File: config.mk
export PLATFORM = sky130hd
export DESIGN_NAME = matrix_op_engine_flat
export DESIGN_NICKNAME = d
export VERILOG_FILES = /design/src/rtl/matrix_op_engine_if.sv /design/src/rtl/matrix_op_engine.sv /design/src/flat_wrapper.sv
export SDC_FILE = /design/constraint.sdc
export NUM_CORES = 2
export LEC_CHECK = 0
export CAP_MARGIN = 0
export CORE_MARGIN = 2
export CORE_UTILIZATION = 65
export DETAILED_ROUTE_END_ITERATION = 12
export PLACE_DENSITY_LB_ADDON = 0.15
export SKIP_CTS_REPAIR_TIMING = 1
export SLEW_MARGIN = 20
export SYNTH_ARGS = -nofsm -noshare
export SYNTH_HDL_FRONTEND = slang
export SYNTH_SLANG_ARGS = --single-unit
File: constraint.sdc
create_clock -name clk -period 14.2 [get_ports clk]
set_clock_uncertainty 0.05 [all_clocks]
set_input_delay 2.84 -clock clk [delete_from_list [all_inputs] [get_ports clk]]
set_output_delay 2.84 -clock clk [all_outputs]
set_load 0.02 [all_outputs]
File: src/rtl/matrix_op_engine_if.sv
// rtl/matrix_op_engine_if.sv - storage port between the matrix engine and the storage MUX
interface matrix_op_engine_if #(
  parameter int DW = 32,
  parameter int AW = 8
) ();
  logic          mem_we;
  logic [AW-1:0] mem_addr;
  logic [DW-1:0] mem_wdata;
  logic [DW-1:0] mem_rdata;

  // engine side drives the registered request, storage answers one cycle later
  modport master (
    output mem_we,
    output mem_addr,
    output mem_wdata,
    input  mem_rdata
  );

  modport slave (
    input  mem_we,
    input  mem_addr,
    input  mem_wdata,
    output mem_rdata
  );
endinterface

File: src/rtl/matrix_op_engine.sv
// rtl/matrix_op_engine.sv - matrix transpose/add/scale/multiply/convolve engine over shared storage
module matrix_op_engine #(
  parameter int DW      = 32,
  parameter int AW      = 8,
  parameter int MAX_DIM = 5,
  parameter int A_BASE  = 0,
  parameter int B_BASE  = 32,
  parameter int C_BASE  = 64
) (
  input  logic                clk,
  input  logic                rst_n,
  input  logic                start,
  input  logic [2:0]          op,
  input  logic [DW-1:0]       scalar,
  output logic                busy,
  output logic                done,
  output logic                err,
  output logic [31:0]         cycle_cnt,
  matrix_op_engine_if.master  bus
);

  localparam int REGION = MAX_DIM * MAX_DIM + 2;
  localparam int IW     = $clog2(MAX_DIM + 1);
  localparam int SPACE  = 2 ** AW;

  localparam logic [2:0] OP_TRANS  = 3'd0;
  localparam logic [2:0] OP_ADD    = 3'd1;
  localparam logic [2:0] OP_SCALAR = 3'd2;
  localparam logic [2:0] OP_MULT   = 3'd3;
  localparam logic [2:0] OP_CONV   = 3'd4;

  // Each matrix region must hold a full MAX_DIM x MAX_DIM matrix plus its header
  // without colliding with another region or running off the address space.
  localparam bit AB_OK = (A_BASE + REGION <= B_BASE) || (B_BASE + REGION <= A_BASE);
  localparam bit AC_OK = (A_BASE + REGION <= C_BASE) || (C_BASE + REGION <= A_BASE);
  localparam bit BC_OK = (B_BASE + REGION <= C_BASE) || (C_BASE + REGION <= B_BASE);
  localparam bit FIT_OK = (A_BASE >= 0) && (B_BASE >= 0) && (C_BASE >= 0) &&
                          (A_BASE + REGION <= SPACE) && (B_BASE + REGION <= SPACE) &&
                          (C_BASE + REGION <= SPACE);

  if (!(AB_OK && AC_OK && BC_OK && FIT_OK)) begin : g_region_check
    $error("matrix_op_engine: matrix regions overlap or exceed the address space");
  end

  typedef enum logic [3:0] {
    S_IDLE,
    S_HDR,
    S_CHECK,
    S_WDIM,
    S_FETCH_A,
    S_FETCH_B,
    S_WRITE,
    S_DONE
  } state_t;

  state_t        state_q, state_d;
  logic          phase_q, phase_d;
  logic [1:0]    hdr_idx_q, hdr_idx_d;
  logic [2:0]    op_q, op_d;
  logic [DW-1:0] scalar_q, scalar_d;
  logic [DW-1:0] a_rows_q, a_rows_d, a_cols_q, a_cols_d;
  logic [DW-1:0] b_rows_q, b_rows_d, b_cols_q, b_cols_d;
  logic [IW-1:0] i_q, i_d, j_q, j_d, u_q, u_d, v_q, v_d;
  logic [DW-1:0] acc_q, acc_d, a_hold_q, a_hold_d;
  logic [31:0]   run_cnt_q, run_cnt_d, cycle_cnt_q, cycle_cnt_d;
  logic          busy_q, busy_d, done_q, done_d, err_q, err_d;
  logic          mem_we_q, mem_we_d;
  logic [AW-1:0] mem_addr_q, mem_addr_d;
  logic [DW-1:0] mem_wdata_q, mem_wdata_d;

  // narrow views of the header, only meaningful once the dimensions are validated
  logic [IW-1:0] am, an, bm, bn, c_rows, c_cols;
  logic [IW-1:0] i_nx, j_nx, u_nx, v_nx;
  logic          last_inner, last_elem, dims_bad;
  logic [DW-1:0] prod, sum, scaled;

  function automatic logic dim_ok(input logic [DW-1:0] x);
    return (x != '0) && (x <= DW'(MAX_DIM));
  endfunction

  // address of the A operand for the given C element / inner index
  function automatic logic [AW-1:0] a_addr(input logic [2:0] o, input logic [IW-1:0] ii,
                                           input logic [IW-1:0] jj, input logic [IW-1:0] uu,
                                           input logic [IW-1:0] vv, input logic [IW-1:0] ncols);
    int r, c;
    case (o)
      OP_TRANS: begin r = int'(jj); c = int'(ii); end
      OP_MULT:  begin r = int'(ii); c = int'(uu); end
      OP_CONV:  begin r = int'(ii) + int'(uu); c = int'(jj) + int'(vv); end
      default:  begin r = int'(ii); c = int'(jj); end
    endcase
    return AW'(A_BASE + 2 + r * int'(ncols) + c);
  endfunction

  // address of the B operand for the given C element / inner index
  function automatic logic [AW-1:0] b_addr(input logic [2:0] o, input logic [IW-1:0] ii,
                                           input logic [IW-1:0] jj, input logic [IW-1:0] uu,
                                           input logic [IW-1:0] vv, input logic [IW-1:0] ncols);
    int r, c;
    case (o)
      OP_MULT: begin r = int'(uu); c = int'(jj); end
      OP_CONV: begin r = int'(uu); c = int'(vv); end
      default: begin r = int'(ii); c = int'(jj); end
    endcase
    return AW'(B_BASE + 2 + r * int'(ncols) + c);
  endfunction

  function automatic logic [AW-1:0] c_addr(input logic [IW-1:0] ii, input logic [IW-1:0] jj,
                                           input logic [IW-1:0] ncols);
    return AW'(C_BASE + 2 + int'(ii) * int'(ncols) + int'(jj));
  endfunction

  // result shape, dimension legality and loop-index successors
  always_comb begin
    am = a_rows_q[IW-1:0];
    an = a_cols_q[IW-1:0];
    bm = b_rows_q[IW-1:0];
    bn = b_cols_q[IW-1:0];

    case (op_q)
      OP_TRANS: begin c_rows = an; c_cols = am; end
      OP_MULT:  begin c_rows = am; c_cols = bn; end
      OP_CONV:  begin c_rows = am - bm + IW'(1); c_cols = an - bn + IW'(1); end
      default:  begin c_rows = am; c_cols = an; end
    endcase

    case (op_q)
      OP_TRANS, OP_SCALAR: dims_bad = !(dim_ok(a_rows_q) && dim_ok(a_cols_q));
      OP_ADD:  dims_bad = !(dim_ok(a_rows_q) && dim_ok(a_cols_q) && dim_ok(b_rows_q) &&
                            dim_ok(b_cols_q) && (a_rows_q == b_rows_q) && (a_cols_q == b_cols_q));
      OP_MULT: dims_bad = !(dim_ok(a_rows_q) && dim_ok(a_cols_q) && dim_ok(b_rows_q) &&
                            dim_ok(b_cols_q) && (a_cols_q == b_rows_q));
      OP_CONV: dims_bad = !(dim_ok(a_rows_q) && dim_ok(a_cols_q) && dim_ok(b_rows_q) &&
                            dim_ok(b_cols_q) && (b_rows_q <= a_rows_q) && (b_cols_q <= a_cols_q));
      default: dims_bad = 1'b1;
    endcase

    last_elem = (i_q == c_rows - IW'(1)) && (j_q == c_cols - IW'(1));
    if (j_q == c_cols - IW'(1)) begin
      i_nx = i_q + IW'(1);
      j_nx = '0;
    end else begin
      i_nx = i_q;
      j_nx = j_q + IW'(1);
    end

    if (op_q == OP_CONV) begin
      last_inner = (u_q == bm - IW'(1)) && (v_q == bn - IW'(1));
      if (v_q == bn - IW'(1)) begin
        u_nx = u_q + IW'(1);
        v_nx = '0;
      end else begin
        u_nx = u_q;
        v_nx = v_q + IW'(1);
      end
    end else begin
      last_inner = (u_q == an - IW'(1));
      u_nx = u_q + IW'(1);
      v_nx = '0;
    end

    prod   = a_hold_q * bus.mem_rdata;
    sum    = acc_q + prod;
    scaled = bus.mem_rdata * scalar_q;
  end

  // sequencer: every storage request and status output is computed one cycle ahead
  always_comb begin
    state_d     = state_q;
    phase_d     = phase_q;
    hdr_idx_d   = hdr_idx_q;
    op_d        = op_q;
    scalar_d    = scalar_q;
    a_rows_d    = a_rows_q;
    a_cols_d    = a_cols_q;
    b_rows_d    = b_rows_q;
    b_cols_d    = b_cols_q;
    i_d         = i_q;
    j_d         = j_q;
    u_d         = u_q;
    v_d         = v_q;
    acc_d       = acc_q;
    a_hold_d    = a_hold_q;
    run_cnt_d   = (state_q == S_IDLE) ? run_cnt_q : run_cnt_q + 32'd1;
    cycle_cnt_d = cycle_cnt_q;
    busy_d      = busy_q;
    done_d      = 1'b0;
    err_d       = err_q;
    mem_we_d    = 1'b0;
    mem_addr_d  = mem_addr_q;
    mem_wdata_d = mem_wdata_q;

    case (state_q)
      S_IDLE: begin
        if (start) begin
          state_d    = S_HDR;
          phase_d    = 1'b0;
          hdr_idx_d  = 2'd0;
          op_d       = op;
          scalar_d   = scalar;
          err_d      = 1'b0;
          busy_d     = 1'b1;
          run_cnt_d  = 32'd1;
          mem_addr_d = AW'(A_BASE);
        end
      end

      S_HDR: begin
        if (!phase_q) begin
          phase_d = 1'b1;
        end else begin
          phase_d   = 1'b0;
          hdr_idx_d = hdr_idx_q + 2'd1;
          case (hdr_idx_q)
            2'd0: begin a_rows_d = bus.mem_rdata; mem_addr_d = AW'(A_BASE + 1); end
            2'd1: begin a_cols_d = bus.mem_rdata; mem_addr_d = AW'(B_BASE); end
            2'd2: begin b_rows_d = bus.mem_rdata; mem_addr_d = AW'(B_BASE + 1); end
            default: begin b_cols_d = bus.mem_rdata; state_d = S_CHECK; end
          endcase
        end
      end

      S_CHECK: begin
        if (dims_bad) begin
          state_d     = S_DONE;
          err_d       = 1'b1;
          done_d      = 1'b1;
          busy_d      = 1'b0;
          cycle_cnt_d = run_cnt_q + 32'd1;
        end else begin
          state_d     = S_WDIM;
          phase_d     = 1'b0;
          mem_we_d    = 1'b1;
          mem_addr_d  = AW'(C_BASE);
          mem_wdata_d = DW'(c_rows);
        end
      end

      S_WDIM: begin
        if (!phase_q) begin
          phase_d     = 1'b1;
          mem_we_d    = 1'b1;
          mem_addr_d  = AW'(C_BASE + 1);
          mem_wdata_d = DW'(c_cols);
        end else begin
          state_d    = S_FETCH_A;
          phase_d    = 1'b0;
          i_d        = '0;
          j_d        = '0;
          u_d        = '0;
          v_d        = '0;
          acc_d      = '0;
          mem_addr_d = a_addr(op_q, '0, '0, '0, '0, an);
        end
      end

      S_FETCH_A: begin
        if (!phase_q) begin
          phase_d = 1'b1;
        end else begin
          phase_d = 1'b0;
          if (op_q == OP_TRANS || op_q == OP_SCALAR) begin
            state_d     = S_WRITE;
            mem_we_d    = 1'b1;
            mem_addr_d  = c_addr(i_q, j_q, c_cols);
            mem_wdata_d = (op_q == OP_SCALAR) ? scaled : bus.mem_rdata;
          end else begin
            state_d    = S_FETCH_B;
            a_hold_d   = bus.mem_rdata;
            mem_addr_d = b_addr(op_q, i_q, j_q, u_q, v_q, bn);
          end
        end
      end

      S_FETCH_B: begin
        if (!phase_q) begin
          phase_d = 1'b1;
        end else begin
          phase_d = 1'b0;
          if (op_q == OP_ADD) begin
            state_d     = S_WRITE;
            mem_we_d    = 1'b1;
            mem_addr_d  = c_addr(i_q, j_q, c_cols);
            mem_wdata_d = a_hold_q + bus.mem_rdata;
          end else if (last_inner) begin
            state_d     = S_WRITE;
            mem_we_d    = 1'b1;
            mem_addr_d  = c_addr(i_q, j_q, c_cols);
            mem_wdata_d = sum;
          end else begin
            state_d    = S_FETCH_A;
            acc_d      = sum;
            u_d        = u_nx;
            v_d        = v_nx;
            mem_addr_d = a_addr(op_q, i_q, j_q, u_nx, v_nx, an);
          end
        end
      end

      S_WRITE: begin
        if (last_elem) begin
          state_d     = S_DONE;
          done_d      = 1'b1;
          busy_d      = 1'b0;
          cycle_cnt_d = run_cnt_q + 32'd1;
        end else begin
          state_d    = S_FETCH_A;
          phase_d    = 1'b0;
          i_d        = i_nx;
          j_d        = j_nx;
          u_d        = '0;
          v_d        = '0;
          acc_d      = '0;
          mem_addr_d = a_addr(op_q, i_nx, j_nx, '0, '0, an);
        end
      end

      S_DONE: begin
        state_d = S_IDLE;
      end

      default: begin
        state_d = S_IDLE;
        busy_d  = 1'b0;
      end
    endcase
  end

  // state and registered outputs; reset aborts any operation in flight
  always_ff @(posedge clk or negedge rst_n) begin
    if (!rst_n) begin
      state_q     <= S_IDLE;
      phase_q     <= 1'b0;
      hdr_idx_q   <= 2'd0;
      op_q        <= 3'd0;
      scalar_q    <= '0;
      a_rows_q    <= '0;
      a_cols_q    <= '0;
      b_rows_q    <= '0;
      b_cols_q    <= '0;
      i_q         <= '0;
      j_q         <= '0;
      u_q         <= '0;
      v_q         <= '0;
      acc_q       <= '0;
      a_hold_q    <= '0;
      run_cnt_q   <= '0;
      cycle_cnt_q <= '0;
      busy_q      <= 1'b0;
      done_q      <= 1'b0;
      err_q       <= 1'b0;
      mem_we_q    <= 1'b0;
      mem_addr_q  <= '0;
      mem_wdata_q <= '0;
    end else begin
      state_q     <= state_d;
      phase_q     <= phase_d;
      hdr_idx_q   <= hdr_idx_d;
      op_q        <= op_d;
      scalar_q    <= scalar_d;
      a_rows_q    <= a_rows_d;
      a_cols_q    <= a_cols_d;
      b_rows_q    <= b_rows_d;
      b_cols_q    <= b_cols_d;
      i_q         <= i_d;
      j_q         <= j_d;
      u_q         <= u_d;
      v_q         <= v_d;
      acc_q       <= acc_d;
      a_hold_q    <= a_hold_d;
      run_cnt_q   <= run_cnt_d;
      cycle_cnt_q <= cycle_cnt_d;
      busy_q      <= busy_d;
      done_q      <= done_d;
      err_q       <= err_d;
      mem_we_q    <= mem_we_d;
      mem_addr_q  <= mem_addr_d;
      mem_wdata_q <= mem_wdata_d;
    end
  end

  assign busy          = busy_q;
  assign done          = done_q;
  assign err           = err_q;
  assign cycle_cnt     = cycle_cnt_q;
  assign bus.mem_we    = mem_we_q;
  assign bus.mem_addr  = mem_addr_q;
  assign bus.mem_wdata = mem_wdata_q;

endmodule

File: src/flat_wrapper.sv
// flat-port wrapper written by rule: the top's interface ports become plain ports
module matrix_op_engine_flat 
#(
  parameter int DW      = 32,
  parameter int AW      = 8,
  parameter int MAX_DIM = 5,
  parameter int A_BASE  = 0,
  parameter int B_BASE  = 32,
  parameter int C_BASE  = 64
)
  (clk, rst_n, start, op, scalar, busy, done, err, cycle_cnt, bus_mem_we, bus_mem_addr, bus_mem_wdata, bus_mem_rdata);
  matrix_op_engine_if #(.DW(DW), .AW(AW)) bus_i ();
  input  logic clk;
  input  logic rst_n;
  input  logic start;
  input  logic [2:0] op;
  input  logic [DW-1:0] scalar;
  output logic busy;
  output logic done;
  output logic err;
  output logic [31:0] cycle_cnt;
  output wire logic [$bits(bus_i.mem_we)-1:0] bus_mem_we;
  output wire logic [$bits(bus_i.mem_addr)-1:0] bus_mem_addr;
  output wire logic [$bits(bus_i.mem_wdata)-1:0] bus_mem_wdata;
  input wire logic [$bits(bus_i.mem_rdata)-1:0] bus_mem_rdata;
  assign bus_mem_we = bus_i.mem_we;
  assign bus_mem_addr = bus_i.mem_addr;
  assign bus_mem_wdata = bus_i.mem_wdata;
  assign bus_i.mem_rdata = bus_mem_rdata;
  matrix_op_engine #(.DW(DW), .AW(AW), .MAX_DIM(MAX_DIM), .A_BASE(A_BASE), .B_BASE(B_BASE), .C_BASE(C_BASE)) u_core (.clk(clk), .rst_n(rst_n), .start(start), .op(op), .scalar(scalar), .busy(busy), .done(done), .err(err), .cycle_cnt(cycle_cnt), .bus(bus_i));
endmodule
==> results by group <==
Routing
  • Post-detailed-route wirelength per cell: approximately 24 um
  • Routed via count: 43371
  • Number of DRC violations after detailed routing: 0
  • Starting DRT DRC Count: 4179
  • Number of iterations in the first detailed-routing pass: 6
  • Routed wire length: around 170000 um
  • Via density: a little over 6
  • Antenna-violating nets left: 0

Synthesis
  • Post-synthesis net count: 7274
  • Area of the mapped netlist: approximately 0.055 mm2
  • Post-synth top area share: 0.315
  • Part of the Yosys area used for sequential elements: 0.161
  • Post-synthesis async set-or-reset flop share: 1.00
  • Synthesized area per cell: 9.30 um2
  • Biggest area contributors in the synthesized netlist: sky130_fd_sc_hd__fa_1 32%, sky130_fd_sc_hd__dfrtp_1 16%, sky130_fd_sc_hd__ha_1 9.6%
  • Distinct cell type count after synthesis: 80
  • Synth Register Bits: approximately 350
  • Most common cell in the synthesized netlist: sky130_fd_sc_hd__inv_1
  • Top post-synthesis cells by count: 1023 x sky130_fd_sc_hd__inv_1, 866 x sky130_fd_sc_hd__fa_1, 645 x sky130_fd_sc_hd__and2_1, 644 x sky130_fd_sc_hd__nand2_1, 420 x sky130_fd_sc_hd__ha_1
  • Yosys warns: 0
  • Cell taking the most area after synthesis: sky130_fd_sc_hd__fa_1
  • Number of cells produced by synthesis: 5918
  • Number of synthesized flops with an enable pin: 0
  • Flip-flop cell with the highest count after synthesis: sky130_fd_sc_hd__dfrtp_1

Timing
  • Maximum clock frequency: 94.1 MHz
  • Fin crit share: 0.748
  • RSZ-0062 raised after global routing: no
  • Setup-failing EPs final: 0
  • Count of endpoints failing hold in the final timing report: 0
  • Total count of max-transition violations in the final report: 0
  • Least-Margin Pin Slew: 1250 ps
  • Setup TNS: 0 ps
  • Worst max-slew margin expressed relative to the limit: 0.168
  • Clock period minus final worst setup slack: 10630 ps

Setup path
  • Crit-path max FO: 38
  • Count of buffering cells on the critical path with inverters included: 5
  • Critical Path Max Stage Delay: approximately 900 ps
  • Cell chain of the critical path: buf_2 > ha_1 > fa_1 > inv_1 > fa_1 > fa_1 > fa_1 > fa_1 > inv_1 > fa_1 > fa_1 > inv_1 > fa_1 > inv_1 > ha_1 > and3_1 > nand4_1 > a211oi_1 > o21ai_0 > a211o_1 > and4_1 > o21ai_0 > nand4_1
  • Most numerous cell on the critical path: sky130_fd_sc_hd__fa_1
  • Worst setup path category: in -> reg
  • CP Data Required Time: 14590 ps
  • Critical Path AT: 11020 ps
  • Cell class contributing the biggest share of worst-path delay: adder cells
  • Crit end category: register
  • Critical Path Slowest Stage Cell: sky130_fd_sc_hd__buf_2
  • CP Launch Type: primary input

Clock tree
  • Clock transition time at the flip-flop clock pins of the worst setup and hold paths: about 60 ps
  • Skew-Pair Late Insertion Delay: just over 600 ps
  • Total CTS buffers: 42
  • Root buffer selected by CTS: sky130_fd_sc_hd__clkbuf_16
  • TritonCTS clock tree: done
  • Clock sink count: roughly 350
  • Number of buffers between clock root and the deepest sink: 3
  • Max H-tree Level: 2

GRT
  • Grt total ovfl: 0
  • Total global-route track usage: 0.405
  • Number of antenna violations at the first check in global routing: 8
  • Global-route wire length before repair: 266000 um
  • Number of global-route vias before repair: 45267
  • Maximum number of pins on one net before global-route repair: 86

Layout
  • Fraction of layout instances using a drive strength above 1: 0.0740
  • Nets@finish: around 7200
  • Antenna diode instance count: 0
  • Area growth from synthesis to layout: 6.79%

Placed design
  • Gp weighted congestion: 1.01
  • IO buf count: ~150
  • Half-perimeter wire length after placement: 127000 um

Floorplanning
  • Total Die Area: 0.0870 mm2
  • Top-level I/O count: 146
  • Placement row count: 106
  • Y dimension of the die: 295 um
  • Area of the core region: 0.0837 mm2
  • Starting utilization of the core area: 0.657
  • DIE WIDTH: just under 300 um

Outcome
  • Status: complete, no violations

Flow run
  • Max Cap Viol: 0

Min path
  • Type of the most critical hold path: reg -> reg
-- sequential cells by signal (all words and copies together), names as in the netlist, 8 cells and up --
signal	count
u_core.a_cols_q	32
u_core.a_hold_q	32
u_core.a_rows_q	32
u_core.acc_q	32
u_core.b_cols_q	32
u_core.b_rows_q	32
u_core.bus.mem_wdata	32
u_core.cycle_cnt	32
u_core.run_cnt_q	32
u_core.scalar_q	32
u_core.bus.mem_addr	8
-- per-stage QoR --
stage / setup slack [ps] / cells / utilization / area (um2) / hold WS (ps)
floorplan: 4620 / 5918 / - / 55000 / 393
global placement: 3340 / 6966 / 0.684 / 57200 / 413
detailed placement: 3170 / 6966 / 0.684 / 57200 / 417
CTS: 3760 / 7043 / 0.702 / 58800 / 431
global route: 3330 / 7043 / 0.702 / 58800 / 449
finish: 3570 / 7043 / 0.702 / 58800 / 433
-- cells in the final DEF, fill, tap and decap left out, types with 36 or more instances in the layout --
| cell | instances |
|---|---|
| sky130_fd_sc_hd__clkdlybuf4s50_1 | 126 |
| sky130_fd_sc_hd__buf_4 | 87 |
| sky130_fd_sc_hd__o21ai_0 | 156 |
| sky130_fd_sc_hd__nand4_1 | 37 |
| sky130_fd_sc_hd__and2_1 | 644 |
| sky130_fd_sc_hd__nor3_1 | 42 |
| sky130_fd_sc_hd__clkbuf_16 | 42 |
| sky130_fd_sc_hd__nor4_1 | 46 |
| sky130_fd_sc_hd__a21o_1 | 48 |
| sky130_fd_sc_hd__nand3_1 | 60 |
| sky130_fd_sc_hd__inv_1 | 1023 |
| sky130_fd_sc_hd__xor2_1 | 87 |
| sky130_fd_sc_hd__mux2_2 | 225 |
| sky130_fd_sc_hd__ha_1 | 420 |
| sky130_fd_sc_hd__nand2_1 | 644 |
| sky130_fd_sc_hd__xnor2_1 | 197 |
| sky130_fd_sc_hd__fa_1 | 866 |
| sky130_fd_sc_hd__dfrtp_1 | 351 |
| sky130_fd_sc_hd__o31ai_1 | 36 |
| sky130_fd_sc_hd__nor2_1 | 154 |
| sky130_fd_sc_hd__a21oi_1 | 169 |
| sky130_fd_sc_hd__a211oi_1 | 41 |
-- final timing paths --
check,end,from,cells past startpoint,slack [ps]
setup / recovery,u_core.bus.mem_wdata[31],bus_mem_rdata[12],23,3570
hold / removal,u_core.acc_q[7],u_core.acc_q[7],2,430
setup reg to reg,u_core.bus.mem_wdata[31],u_core.a_hold_q[12],22,5870
hold reg to reg,u_core.acc_q[7],u_core.acc_q[7],2,430
max in group asynchronous,u_core.a_hold_q[11],rst_n,3,9580
min in group asynchronous,u_core.cycle_cnt[27],rst_n,1,2190
-- cell type report --
class / instances / area (um2)
sequential: 353 / 8840
fill: 6454 / 24900
tap: 1134 / 1420
inverter: 1025 / 3850
clock inverter: 28 / 427
timing repair buffer: 232 / 2020
clock buffer: 49 / 1120
multi-input combinational: 4222 / 41100
-- cell families after synthesis --
group           share of synthesized area
mux                                0.0502
simple gates                        0.161
fa+ha+maj                           0.411
xor+xnor                           0.0475
buf+inv                            0.0930
flops                               0.161
compound gates                     0.0771
-- worst register-to-register path, delay by kind of cell, from the launching register on --
kind | cells | cell delay, ps
adder cells (fa/ha/maj) | 10 | 5000
AO/OA/AOI/OAI | 4 | 1360
flip-flops | 1 | 850
AND/OR/NAND/NOR | 4 | 680
buffers and inverters | 4 | 240
-- per-layer routing --
layer | wire length (um) | GRT usage | vias to the layer above
met5 | 56 | 0 | -
met4 | 8750 | 0.174 | 10
met3 | 20500 | 0.106 | 544
met2 | 76200 | 0.626 | 2472
met1 | 65600 | 0.544 | 21841
li1 | - | - | 18504
Power is not shown: default switching activity piles up to over one toggle a cycle in this logic, so the estimate is an artifact.
